**config.mk**
```make
export PLATFORM = sky130hd
export DESIGN_NAME = regfile_wb_arbiter
export DESIGN_NICKNAME = d
export VERILOG_FILES = /design/src/rtl/regfile_wb_arbiter.sv
export SDC_FILE = /design/constraint.sdc
export NUM_CORES = 1
export LEC_CHECK = 0
export CORE_ASPECT_RATIO = 1.5
export CORE_MARGIN = 4
export CORE_UTILIZATION = 45
export DETAILED_ROUTE_END_ITERATION = 16
export HOLD_SLACK_MARGIN = 0.1
export PLACE_DENSITY = 0.81
export SYNTH_ARGS = -nofsm -noshare
export SYNTH_HDL_FRONTEND = slang
export SYNTH_SLANG_ARGS = --single-unit
export TNS_END_PERCENT = 5
```
**constraint.sdc**
```tcl
create_clock -name clk -period 7.85 [get_ports clk]
set_input_delay 1.57 -clock clk [delete_from_list [all_inputs] [get_ports clk]]
set_output_delay 1.57 -clock clk [all_outputs]
set_load 0.01 [all_outputs]
```
**src/rtl/regfile_wb_arbiter.sv**
```systemverilog
// Register-file write-port arbiter. The in-order pipeline writeback (A) always
// wins the slot. Long-latency results (B) go into a small FIFO that drains
// into idle slots. A starvation counter raises an advisory stall toward the
// pipeline. Pending-write hit flags report B writes that are queued or in flight.
module regfile_wb_arbiter #(
  parameter int WIDTH        = 32,
  parameter int DEPTH        = 32,
  parameter int FIFO_DEPTH   = 2,
  parameter int STARVE_LIMIT = 4,
  localparam int ADDR        = $clog2(DEPTH)
) (
  input  logic             clk,
  input  logic             reset,
  input  logic             a_valid,
  input  logic [ADDR-1:0]  a_reg,
  input  logic [WIDTH-1:0] a_data,
  input  logic             b_valid,
  output logic             b_ready,
  input  logic [ADDR-1:0]  b_reg,
  input  logic [WIDTH-1:0] b_data,
  output logic             stall_a,
  input  logic [ADDR-1:0]  rreg1,
  input  logic [ADDR-1:0]  rreg2,
  output logic             pend_hit1,
  output logic             pend_hit2,
  output logic             wen,
  output logic [ADDR-1:0]  wreg,
  output logic [WIDTH-1:0] wdata
);

  localparam int FIDX = $clog2(FIFO_DEPTH);
  localparam int PW   = FIDX + 1;
  localparam int CW   = $clog2(STARVE_LIMIT + 1);

  logic [ADDR-1:0]  fifo_reg  [FIFO_DEPTH];
  logic [WIDTH-1:0] fifo_data [FIFO_DEPTH];
  logic [PW-1:0]    wr_ptr;
  logic [PW-1:0]    rd_ptr;
  logic [PW-1:0]    count;
  logic             full;
  logic             empty;
  logic             a_win;
  logic             pop;
  logic             push;
  logic [CW-1:0]    starve_cnt;
  logic             stall_next;
  logic             wen_b;
  logic [FIFO_DEPTH-1:0] ent_valid;
  logic [FIFO_DEPTH-1:0] hit1;
  logic [FIFO_DEPTH-1:0] hit2;

  // Occupancy comes only from the registered pointers, so b_ready never
  // depends on a pop that happens in the same cycle.
  assign count   = wr_ptr - rd_ptr;
  assign empty   = (wr_ptr == rd_ptr);
  assign full    = (wr_ptr[FIDX] != rd_ptr[FIDX]) &&
                   (wr_ptr[FIDX-1:0] == rd_ptr[FIDX-1:0]);
  assign b_ready = !full;

  // A write to register 0 is a no-op, so it does not claim the slot.
  assign a_win = a_valid && (a_reg != '0);
  assign pop   = !a_win && !empty;
  assign push  = b_valid && !full && (b_reg != '0);

  // An entry is live when its distance from the read pointer is below the occupancy.
  for (genvar gi = 0; gi < FIFO_DEPTH; gi++) begin : g_entry
    logic [FIDX-1:0] offset;
    assign offset        = FIDX'(gi) - rd_ptr[FIDX-1:0];
    assign ent_valid[gi] = {1'b0, offset} < count;
    assign hit1[gi]      = ent_valid[gi] && (fifo_reg[gi] == rreg1);
    assign hit2[gi]      = ent_valid[gi] && (fifo_reg[gi] == rreg2);
  end

  // A B write on the port lands at the coming edge, so it still counts as pending.
  assign pend_hit1 = (rreg1 != '0) && ((|hit1) || (wen_b && (wreg == rreg1)));
  assign pend_hit2 = (rreg2 != '0) && ((|hit2) || (wen_b && (wreg == rreg2)));

  // FIFO storage. Stale slots are masked by ent_valid, so no reset is needed.
  always_ff @(posedge clk) begin
    if (push) begin
      fifo_reg[wr_ptr[FIDX-1:0]]  <= b_reg;
      fifo_data[wr_ptr[FIDX-1:0]] <= b_data;
    end
  end

  // FIFO pointers. Reset empties the queue and discards pending B writes.
  always_ff @(posedge clk) begin
    if (reset) begin
      wr_ptr <= '0;
      rd_ptr <= '0;
    end else begin
      if (push) wr_ptr <= wr_ptr + 1'b1;
      if (pop)  rd_ptr <= rd_ptr + 1'b1;
    end
  end

  // The stall is raised when the head has waited long enough and is still not leaving.
  assign stall_next = !empty && !pop && (starve_cnt >= CW'(STARVE_LIMIT - 1));

  // Count the cycles the B head has waited. The count saturates so it cannot wrap.
  always_ff @(posedge clk) begin
    if (reset) begin
      starve_cnt <= '0;
      stall_a    <= 1'b0;
    end else begin
      stall_a <= stall_next;
      if (empty || pop) begin
        starve_cnt <= '0;
      end else if (starve_cnt != CW'(STARVE_LIMIT)) begin
        starve_cnt <= starve_cnt + 1'b1;
      end
    end
  end

  // Registered write port. wreg and wdata keep their last value on idle slots.
  always_ff @(posedge clk) begin
    if (reset) begin
      wen   <= 1'b0;
      wen_b <= 1'b0;
      wreg  <= '0;
      wdata <= '0;
    end else if (a_win) begin
      wen   <= 1'b1;
      wen_b <= 1'b0;
      wreg  <= a_reg;
      wdata <= a_data;
    end else if (pop) begin
      wen   <= 1'b1;
      wen_b <= 1'b1;
      wreg  <= fifo_reg[rd_ptr[FIDX-1:0]];
      wdata <= fifo_data[rd_ptr[FIDX-1:0]];
    end else begin
      wen   <= 1'b0;
      wen_b <= 1'b0;
    end
  end

endmodule

```
==> results of run 1 <==
==> placed cells by master, fill, tap and decap left out, types with 4 or more instances in the layout <==
cell type | Yosys | routed
ha_1 | 6 | 6
clkbuf_16 | 0 | 17
nand4_1 | 4 | 4
clkinvlp_4 | 0 | 4
nor2_1 | 10 | 8
edfxtp_1 | 74 | 74
nand2b_1 | 35 | 34
mux2i_1 | 37 | 37
dfxtp_1 | 48 | 47
inv_1 | 8 | 8
xor2_1 | 10 | 10
clkdlybuf4s50_1 | 0 | 129
a21oi_1 | 78 | 78
xnor2_1 | 22 | 22
buf_4 | 4 | 4
o22ai_2 | 28 | 28
o21ai_0 | 8 | 8
o22ai_1 | 6 | 6
nand2_1 | 5 | 5
==> metrics by stage <==
| stage | hold WS, ns | util |
|---|---|---|
| after floorplan | 0.469 | - |
| after detailed placement | 0.542 | 0.571 |
| after global placement | 0.477 | 0.571 |
| after global routing | 0.577 | 0.619 |
| final | 0.552 | 0.619 |
| after CTS | 0.555 | 0.619 |
==> power by group <==
group	switching (mW)	internal [mW]	total, mW	leakage [nW]
clock network	0.269	0.471	0.740	0.268
registers	0.0847	0.782	0.867	1.09
logic	0.320	0.274	0.594	1.13
total	0.674	1.53	2.20	2.49
==> worst paths after layout <==
| kind | from | end | slack (ns) | depth (start not counted) |
|---|---|---|---|---|
| worst max register to register | wr_ptr[0]$_SDFFE_PP0P_ | wr_ptr[1]$_SDFFE_PP0P_ | 4.91 | 7 |
| worst max-delay path | rreg2[0] | pend_hit2 | 2.75 | 6 |
| worst min register to register | wdata[16]$_SDFFE_PP0P_ | wdata[16]$_SDFFE_PP0P_ | 0.55 | 2 |
| worst min-delay path | wdata[16]$_SDFFE_PP0P_ | wdata[16]$_SDFFE_PP0P_ | 0.55 | 2 |
==> critical path, delay by kind of cell <==
family	cells	cell delay [ns]
XOR/XNOR	1	0.16
AND/OR/NAND/NOR	1	0.14
AO/OA/AOI/OAI	2	0.52
buffers and inverters	2	1.13
==> logic make-up after synthesis <==
| kind of cell | after synthesis | synth area share |
|---|---|---|
| AO/OA/AOI/OAI | 127 | 0.163 |
| XOR/XNOR | 33 | 0.0544 |
| buffers and inverters | 37 | 0.0372 |
| flip-flops | 122 | 0.584 |
| multiplexers | 38 | 0.0700 |
| AND/OR/NAND/NOR | 72 | 0.0778 |
| adder cells (fa/ha/maj) | 6 | 0.0138 |
==> layer usage <==
metal / up-vias / global-route usage / part of all wire
met1: 1884 / 0.206 / 0.39
met4: 0 / 0.106 / 0.041
li1: 1857 / - / -
met3: 35 / 0.0430 / 0.042
met5: - / 0 / 0
met2: 134 / 0.343 / 0.53
==> layout make-up <==
class / count / share of cell area
clock inverters: 12 / 0.0171
inverters: 8 / 0.00406
repair buffers: 133 / 0.179
multi-input cells: 276 / 0.284
well taps: 153 / 0.0259
clock buffers: 19 / 0.0599
flip-flops and latches: 122 / 0.430
==> flow_summary.json, run 1 <==
{
  "outcome": "complete, no violations",
  "critical_path.slowest_cell": "clkdlybuf4s50_1",
  "syn-instance-count": 435,
  "finalInstanceArea_sq_mm": 0.00740,
  "tightest_slew_ns": 1.21,
  "synth_cell_types": 37,
  "sequential_cell_area_sq_mm": 0.00318,
  "ctsLongestPathBuffers": 2,
  "synth_area_leaders": "edfxtp_1 41%, dfxtp_1 18%, a21oi_1 7.2%",
  "die_w_um": 97.9,
  "fin_tns_setup_ns": 0,
  "finalWeightedCongestion": 0.936,
  "cts-buffers-inserted": 17,
  "clk_latency_ns": 0.40,
  "cts_resized": 0,
  "crit_path_max_incr_delay_ns": 0.57,
  "grt_antenna_before_repair": 0,
  "number_of_drc_violations_after_detailed_routing": 0,
  "largest_reg_flops": 64,
  "place_worst_setup_slack_ns": 2.77,
  "worst_setup_path_start_kind": "input pin",
  "fin_crit_sh": 0.650,
  "dpl-instance-area_sq_mm": 0.00683,
  "synth_enable_flop_cells": 74,
  "timing.slew.headroom": 0.194,
  "hold_violations": 0,
  "period_needed_ns": 5.10,
  "groute.usage.overall": 0.191,
  "crit_path_frequent_cell": "clkdlybuf4s50_1",
  "drt-pass1-iter-count": 7,
  "finalMaxSlewViolations": 0,
  "crit_path_cell_trace": "clkdlybuf4s50_1 -> xnor2_1 -> nand4_1 -> o32a_1 -> o21ai_0 -> clkdlybuf4s50_1",
  "synth_commonest_cells": "78 x a21oi_1, 74 x edfxtp_1, 48 x dfxtp_1",
  "cts-root-buf": "clkbuf_16",
  "core_area_sq_mm": 0.0120,
  "ant_cells": 0,
  "arrival_ns": 3.53,
  "largest_driver_fanout_on_the_critical_path": 4,
  "smallest_setup_slack_after_layout_ns": 2.75,
  "maximum_clock_frequency_mhz": 196,
  "num_rows": 49,
  "grt_overflow": 0,
  "fin_nets": 652,
  "register_bit_count_reported_by_yosys": 122,
  "dr.first_iter.drc_count": 176,
  "die_h_um": 143,
  "criticalPathCategory": "input pin to primary output",
  "total_area_of_multi_input_combinational_cells_sq_mm": 0.00210,
  "synth.largest_area_cell": "edfxtp_1",
  "number_of_global_route_vias_before_repair": 4202,
  "hpwl_um": 8630,
  "die-area_sq_mm": 0.0140,
  "clock_tree.htree_level_count": 4,
  "synth.top_cell.area_share": 0.408,
  "pwr_density_cell_mw_per_mm2": 298,
  "post_route_cells_drive_above_1_share": 0.123,
  "postSynthAreaPerCell_sq_um": 12.5,
  "ir_worst_vdd_mv": 0.161,
  "synth-main-ff-cell": "edfxtp_1",
  "finalNonFillerCells": 723,
  "max_cap_viol_count": 0,
  "drt_wl_total_um": 13300,
  "grt_start_max_net_pins": 49,
  "syn_area_sq_mm": 0.00545,
  "detail_route.vias_per_cell": 5.41,
  "tritoncts_num_sinks": 122,
  "clock_skew_ns": 0.00499,
  "setup_repair_after_global_routing_missed_its_margin": "no",
  "cts.clk_slew.worst_paths_ns": 0.05,
  "sequential_to_total_area_share_from_yosys_stat": 0.584,
  "postRouteAntennaNets": 0,
  "io-pin-count": 130,
  "yosys.cell_count.top_type": "a21oi_1",
  "critical_path_required_ns": 6.28,
  "num-fill-cells": 948,
  "flow.area_growth_from_synthesis_pct": 35.7,
  "timing.hold.worst.class": "register to register",
  "grt_first_pass_wirelength_um": 20900,
  "end_kind": "primary output",
  "net_count_after_synthesis": 529,
  "cts_hold_buffers": 0,
  "fraction_of_registers_with_async_set_or_reset_after_synthesis": 0,
  "port_buffers": 129,
  "synth_warnings": 0,
  "start_util": 0.456,
  "setup_viol_count_final": 0,
  "place_inst": 692,
  "post_cts_setup_repair_bufs": 0,
  "drt-wirelength-per-cell_um": 18.4,
  "tritoncts": "yes",
  "static-leakage-power_nw": 2.49,
  "vias": 3910,
  "power.total_mw": 2.20
}
Power figures use the tool's default switching activity.
==> run 2: changes to the inputs <==
==> constraint.sdc (replaced) <==
create_clock -name clk -period 5.25 [get_ports clk]
set_input_delay 1.05 -clock clk [delete_from_list [all_inputs] [get_ports clk]]
set_output_delay 1.05 -clock clk [all_outputs]
set_load 0.01 [all_outputs]
==> run 2 against run 1 <==
Clock skew rose by 0.0040 ns. Sequential share of layout area fell by 0.24 points. Critical path depth did not move. Clock power rose by 57%. Non-clock buffer count did not move. Critical endpoint unchanged. Final cell count rose by 0.14%. Routed wire length fell by 1.7%. First-iteration DRC count fell by 26%. Register-to-register slack got worse by 2.8 ns. Sequential power rose by 49%.
==> flow_summary.json, run 2 (synthesis results as in run 1) <==
{
  "globalRoute.busiestLayer": "met2",
  "ant_cells": 0,
  "hpwl_um": 8630,
  "groute.usage.overall": 0.190,
  "fin_crit_sh": 0.771,
  "drt-pass1-iter-count": 4,
  "drt-wirelength-per-cell_um": 18.1,
  "port_buffers": 129,
  "io-pin-count": 130,
  "dpl-instance-area_sq_mm": 0.00683,
  "largest_reg_flops": 64,
  "tritoncts_num_sinks": 122,
  "grt_first_pass_wirelength_um": 20700,
  "commonest_cells_after_routing_fill_and_taps_aside": "129 x clkdlybuf4s50_1, 78 x a21oi_1, 74 x edfxtp_1",
  "fin_nets": 652,
  "post_cts_setup_repair_bufs": 0,
  "outcome": "complete, no violations",
  "timing.hold.worst.class": "register to register",
  "finalMaxSlewViolations": 0,
  "end_kind": "primary output",
  "grt_overflow": 0,
  "max_cap_viol_count": 0,
  "hold_violations": 0,
  "dr.first_iter.drc_count": 131,
  "ir_worst_vdd_mv": 0.242,
  "number_of_drc_violations_after_detailed_routing": 0,
  "tightest_slew_ns": 1.17,
  "static-leakage-power_nw": 2.52,
  "grt_antenna_before_repair": 0,
  "num_rows": 49,
  "die_h_um": 143,
  "clk_latency_ns": 0.40,
  "die-area_sq_mm": 0.0140,
  "timing.slew.headroom": 0.219,
  "vias": 3911,
  "start_util": 0.456,
  "die_w_um": 97.9,
  "clock_tree.htree_level_count": 4,
  "core_area_sq_mm": 0.0120,
  "critical_path_required_ns": 4.20,
  "tritoncts": "yes",
  "ctsLongestPathBuffers": 2,
  "grt_use_met3": 0.0420,
  "drt_wl_total_um": 13100,
  "period_needed_ns": 4.05,
  "clock_skew_ns": 0.00899,
  "number_of_global_route_vias_before_repair": 4125,
  "finalWeightedCongestion": 0.944,
  "cts_resized": 0,
  "fin_tns_setup_ns": 0,
  "flow.area_growth_from_synthesis_pct": 36.5,
  "finalInstanceArea_sq_mm": 0.00744,
  "detail_route.vias_per_cell": 5.40,
  "largest_driver_fanout_on_the_critical_path": 4,
  "use_met2": 0.350,
  "criticalPathCategory": "input pin to primary output",
  "setup_viol_count_final": 0,
  "setup_repair_after_global_routing_missed_its_margin": "no",
  "grt_start_max_net_pins": 49,
  "post_route_cells_drive_above_1_share": 0.121,
  "worst_setup_path_start_kind": "input pin",
  "postRouteAntennaNets": 0,
  "groute.layer.met1.usage": 0.203,
  "arrival_ns": 3.00,
  "cts-root-buf": "clkbuf_16",
  "num-fill-cells": 947,
  "maximum_clock_frequency_mhz": 247,
  "cts.clk_slew.worst_paths_ns": 0.05,
  "final_common_cell": "clkdlybuf4s50_1",
  "pwr_density_cell_mw_per_mm2": 449,
  "cts-buffers-inserted": 17,
  "cts_hold_buffers": 0
}
## run 2: changes by cell type in the layout (fill, tap and decap cells not counted), sizes merged
| cell | delta |
|---|---|
| clkbuf | +8 |
| clkinvlp | -4 |
| clkinv | -2 |
| bufinv | -1 |
## run 2: path summary, 6_finish.rpt
check | slack [ns] | start | end | depth (start not counted)
hold reg to reg | 0.52 | starve_cnt[2]$_SDFFE_PP0P_ | starve_cnt[1]$_SDFFE_PP0P_ | 2
hold / removal | 0.52 | starve_cnt[2]$_SDFFE_PP0P_ | starve_cnt[1]$_SDFFE_PP0P_ | 2
setup / recovery | 1.20 | rreg2[2] | pend_hit2 | 6
setup reg to reg | 2.12 | wr_ptr[0]$_SDFFE_PP0P_ | wr_ptr[1]$_SDFFE_PP0P_ | 6
## run 2: cell type report
type	count	area, sq um	area share
flip-flops and latches	122	3180	0.428
multi-input cells	276	2100	0.283
repair buffers	133	1320	0.178
clock buffers	27	557	0.0748
well taps	153	191	0.0257
clock inverters	5	53.8	0.00723
inverters	8	30.0	0.00404
## run 2: per-layer routing
metal	routed length, um	vias to the layer above
met5	0	-
met4	414	0
met3	548	30
met2	7060	138
met1	5060	1883
li1	-	1860
## run 2: critical path, stage by stage
cell	delay, ns
clkdlybuf4s50_1	0.59
xnor2_1	0.16
nand4_1	0.10
o32a_1	0.35
o21ai_0	0.18
clkdlybuf4s50_1	0.56
## run 2: where the power goes
group	switching (mW)	total [mW]	internal, mW
clock network	0.385	1.16	0.773
registers	0.123	1.29	1.17
logic	0.477	0.888	0.412
total	0.985	3.34	2.36
## run 2: stage by stage
| step | total power [mW] | cells | utilization | setup slack [ns] | hold slack, ns |
|---|---|---|---|---|---|
| after floorplan | 1.85 | 435 | - | 1.84 | 0.469 |
| after global placement | 2.17 | 692 | 0.571 | 1.30 | 0.477 |
| after detailed placement | 2.20 | 692 | 0.571 | 1.24 | 0.512 |
| after CTS | 3.37 | 724 | 0.622 | 1.23 | 0.519 |
| after global routing | 3.50 | 724 | 0.622 | 1.11 | 0.556 |
| final | 3.34 | 724 | 0.622 | 1.20 | 0.524 |
==> run 3: changes to the inputs <==
--- a/config.mk
+++ b/config.mk
@@ -10,7 +10,7 @@
 export CORE_UTILIZATION = 45
 export DETAILED_ROUTE_END_ITERATION = 16
 export HOLD_SLACK_MARGIN = 0.1
-export PLACE_DENSITY = 0.81
+export PLACE_DENSITY = 0.84
 export SYNTH_ARGS = -nofsm -noshare
 export SYNTH_HDL_FRONTEND = slang
 export SYNTH_SLANG_ARGS = --single-unit
==> constraint.sdc (replaced) <==
create_clock -name clk -period 3.32 [get_ports clk]
set_input_delay 0.664 -clock clk [delete_from_list [all_inputs] [get_ports clk]]
set_output_delay 0.664 -clock clk [all_outputs]
set_load 0.01 [all_outputs]
==> run 3 against run 2 <==
Routed wire length about the same. Clock power up 34%. Worst setup slack worse by 1.1 ns. Highest routed layer unchanged.
==> flow_summary.json, run 3 (synthesis results as in run 1) <==
{
  "outcome": "complete, no violations",
  "post_cts_setup_repair_bufs": 0,
  "dpl-instance-area_sq_mm": 0.00689,
  "postRouteAntennaNets": 0,
  "category_of_cells_accounting_for_the_largest_share_of_critical_path_delay": "buffers and inverters",
  "number_of_drc_violations_after_detailed_routing": 0,
  "setup_repair_after_global_routing_missed_its_margin": "no",
  "number_of_global_route_vias_before_repair": 4320,
  "post_route_cells_drive_above_1_share": 0.130,
  "worst_setup_path_start_kind": "input pin",
  "place_inst": 700,
  "grt_overflow": 0,
  "die_h_um": 143,
  "hold_violations": 0,
  "ctsLongestPathBuffers": 2,
  "tightest_slew_ns": 0.784,
  "ant_cells": 0,
  "tritoncts_num_sinks": 122,
  "fin_crit_sh": 0.966,
  "detail_route.vias_per_cell": 5.46,
  "fin_tns_setup_ns": 0,
  "timing.slew.headroom": 0.477,
  "end_kind": "primary output",
  "timing.hold.worst.class": "register to register",
  "io-pin-count": 130,
  "tritoncts": "yes",
  "critical_path_required_ns": 2.66,
  "drt_wl_total_um": 13100,
  "dr.first_iter.drc_count": 122,
  "fin_nets": 660,
  "crit_path_cell_trace": "clkdlybuf4s50_1 -> xnor2_1 -> nand4_1 -> o32a_1 -> a21oi_1 -> clkdlybuf4s50_1",
  "largest_reg_flops": 64,
  "flow.area_growth_from_synthesis_pct": 35.9,
  "period_needed_ns": 3.21,
  "total_area_of_multi_input_combinational_cells_sq_mm": 0.00211,
  "grt_antenna_before_repair": 0,
  "crit_path_frequent_cell": "clkdlybuf4s50_1",
  "crit_buf_inv": 2,
  "pwr_density_cell_mw_per_mm2": 679,
  "arrival_ns": 2.54,
  "max_cap_viol_count": 0,
  "finalInstanceArea_sq_mm": 0.00741,
  "sequential_cell_area_sq_mm": 0.00318,
  "cts.clk_slew.worst_paths_ns": 0.05,
  "place_worst_setup_slack_ns": 0.0288,
  "finalNonFillerCells": 730,
  "crit_path_max_incr_delay_ns": 0.58,
  "start_util": 0.456,
  "commonest_cells_after_routing_fill_and_taps_aside": "126 x clkdlybuf4s50_1, 78 x a21oi_1, 74 x edfxtp_1",
  "die_w_um": 97.9,
  "cts-root-buf": "clkbuf_16",
  "clk_latency_ns": 0.41,
  "drt-wirelength-per-cell_um": 17.9,
  "cts-buffers-inserted": 17,
  "clock_tree.htree_level_count": 4,
  "critical_path.slowest_cell": "clkdlybuf4s50_1",
  "final_core_utilization": 0.620,
  "final_common_cell": "clkdlybuf4s50_1",
  "largest_driver_fanout_on_the_critical_path": 4,
  "criticalPathCategory": "input pin to primary output",
  "vias": 3984,
  "static-leakage-power_nw": 2.53,
  "hpwl_um": 9010,
  "setup_viol_count_final": 0,
  "finalWeightedCongestion": 0.887,
  "port_buffers": 129,
  "hold_slack_ns": 0.493,
  "groute.usage.overall": 0.188,
  "grt_start_max_net_pins": 49,
  "num-fill-cells": 937,
  "power.total_mw": 5.03,
  "smallest_setup_slack_after_layout_ns": 0.112,
  "grt_first_pass_wirelength_um": 20400,
  "core_area_sq_mm": 0.0120,
  "finalMaxSlewViolations": 0,
  "clock_skew_ns": 0.00897,
  "cts_hold_buffers": 0,
  "num_rows": 49,
  "die-area_sq_mm": 0.0140,
  "ir_worst_vdd_mv": 0.385,
  "maximum_clock_frequency_mhz": 312,
  "drt-pass1-iter-count": 4
}
run 3: changes by cell type in the layout (fill, tap and decap cells not counted), sizes merged:
cell | before | now
buf | 4 | 12
clkbuf | 27 | 22
clkdlybuf4s50 | 129 | 126
clkinvlp | 0 | 3
dlymetal6s2s | 0 | 3
bufinv | 1 | 0
clkinv | 4 | 5
run 3: where the power goes:
group | internal (mW) | switching, mW
Combinational | 0.664 | 0.831
Clock | 0.956 | 0.605
Sequential | 1.85 | 0.124
Total | 3.47 | 1.56
run 3: layer usage:
layer | share of wire | up-vias | GRT usage | wire, um
li1 | - | 1868 | - | -
met1 | 0.36 | 1931 | 0.184 | 4760
met2 | 0.54 | 144 | 0.354 | 7110
met3 | 0.051 | 41 | 0.0489 | 669
met4 | 0.041 | 0 | 0.109 | 533
met5 | 0 | - | 0 | 0
run 3: area by class of cell:
cell class / instances / share of cell area
Sequential cell: 122 / 0.430
Multi-Input combinational cell: 276 / 0.285
Timing Repair Buffer: 141 / 0.187
Clock buffer: 22 / 0.0613
Tap cell: 153 / 0.0258
Clock inverter: 8 / 0.00676
Inverter: 8 / 0.00405
run 3: path summary, 6_finish.rpt:
| kind | startpoint | to | slack [ns] | cells past startpoint |
|---|---|---|---|---|
| setup / recovery | rreg1[3] | pend_hit1 | 0.11 | 6 |
| hold / removal | starve_cnt[2]$_SDFFE_PP0P_ | starve_cnt[1]$_SDFFE_PP0P_ | 0.49 | 2 |
| setup reg to reg | wr_ptr[0]$_SDFFE_PP0P_ | fifo_data[1][9]$_DFFE_PP_ | 0.71 | 6 |
| hold reg to reg | starve_cnt[2]$_SDFFE_PP0P_ | starve_cnt[1]$_SDFFE_PP0P_ | 0.49 | 2 |
run 3: what timing repair did:
item                                   in CTS  in global routing
setup endpoints to repair                   0                  1
endpoints found under the hold margin       0                  0
gates resized for setup                     0                  4
run 3: tightest hold or removal path, stage by stage (launching register included):
cell,delay (ns)
dfxtp_1,0.33
nand3_1,0.07
a21oi_1,0.05
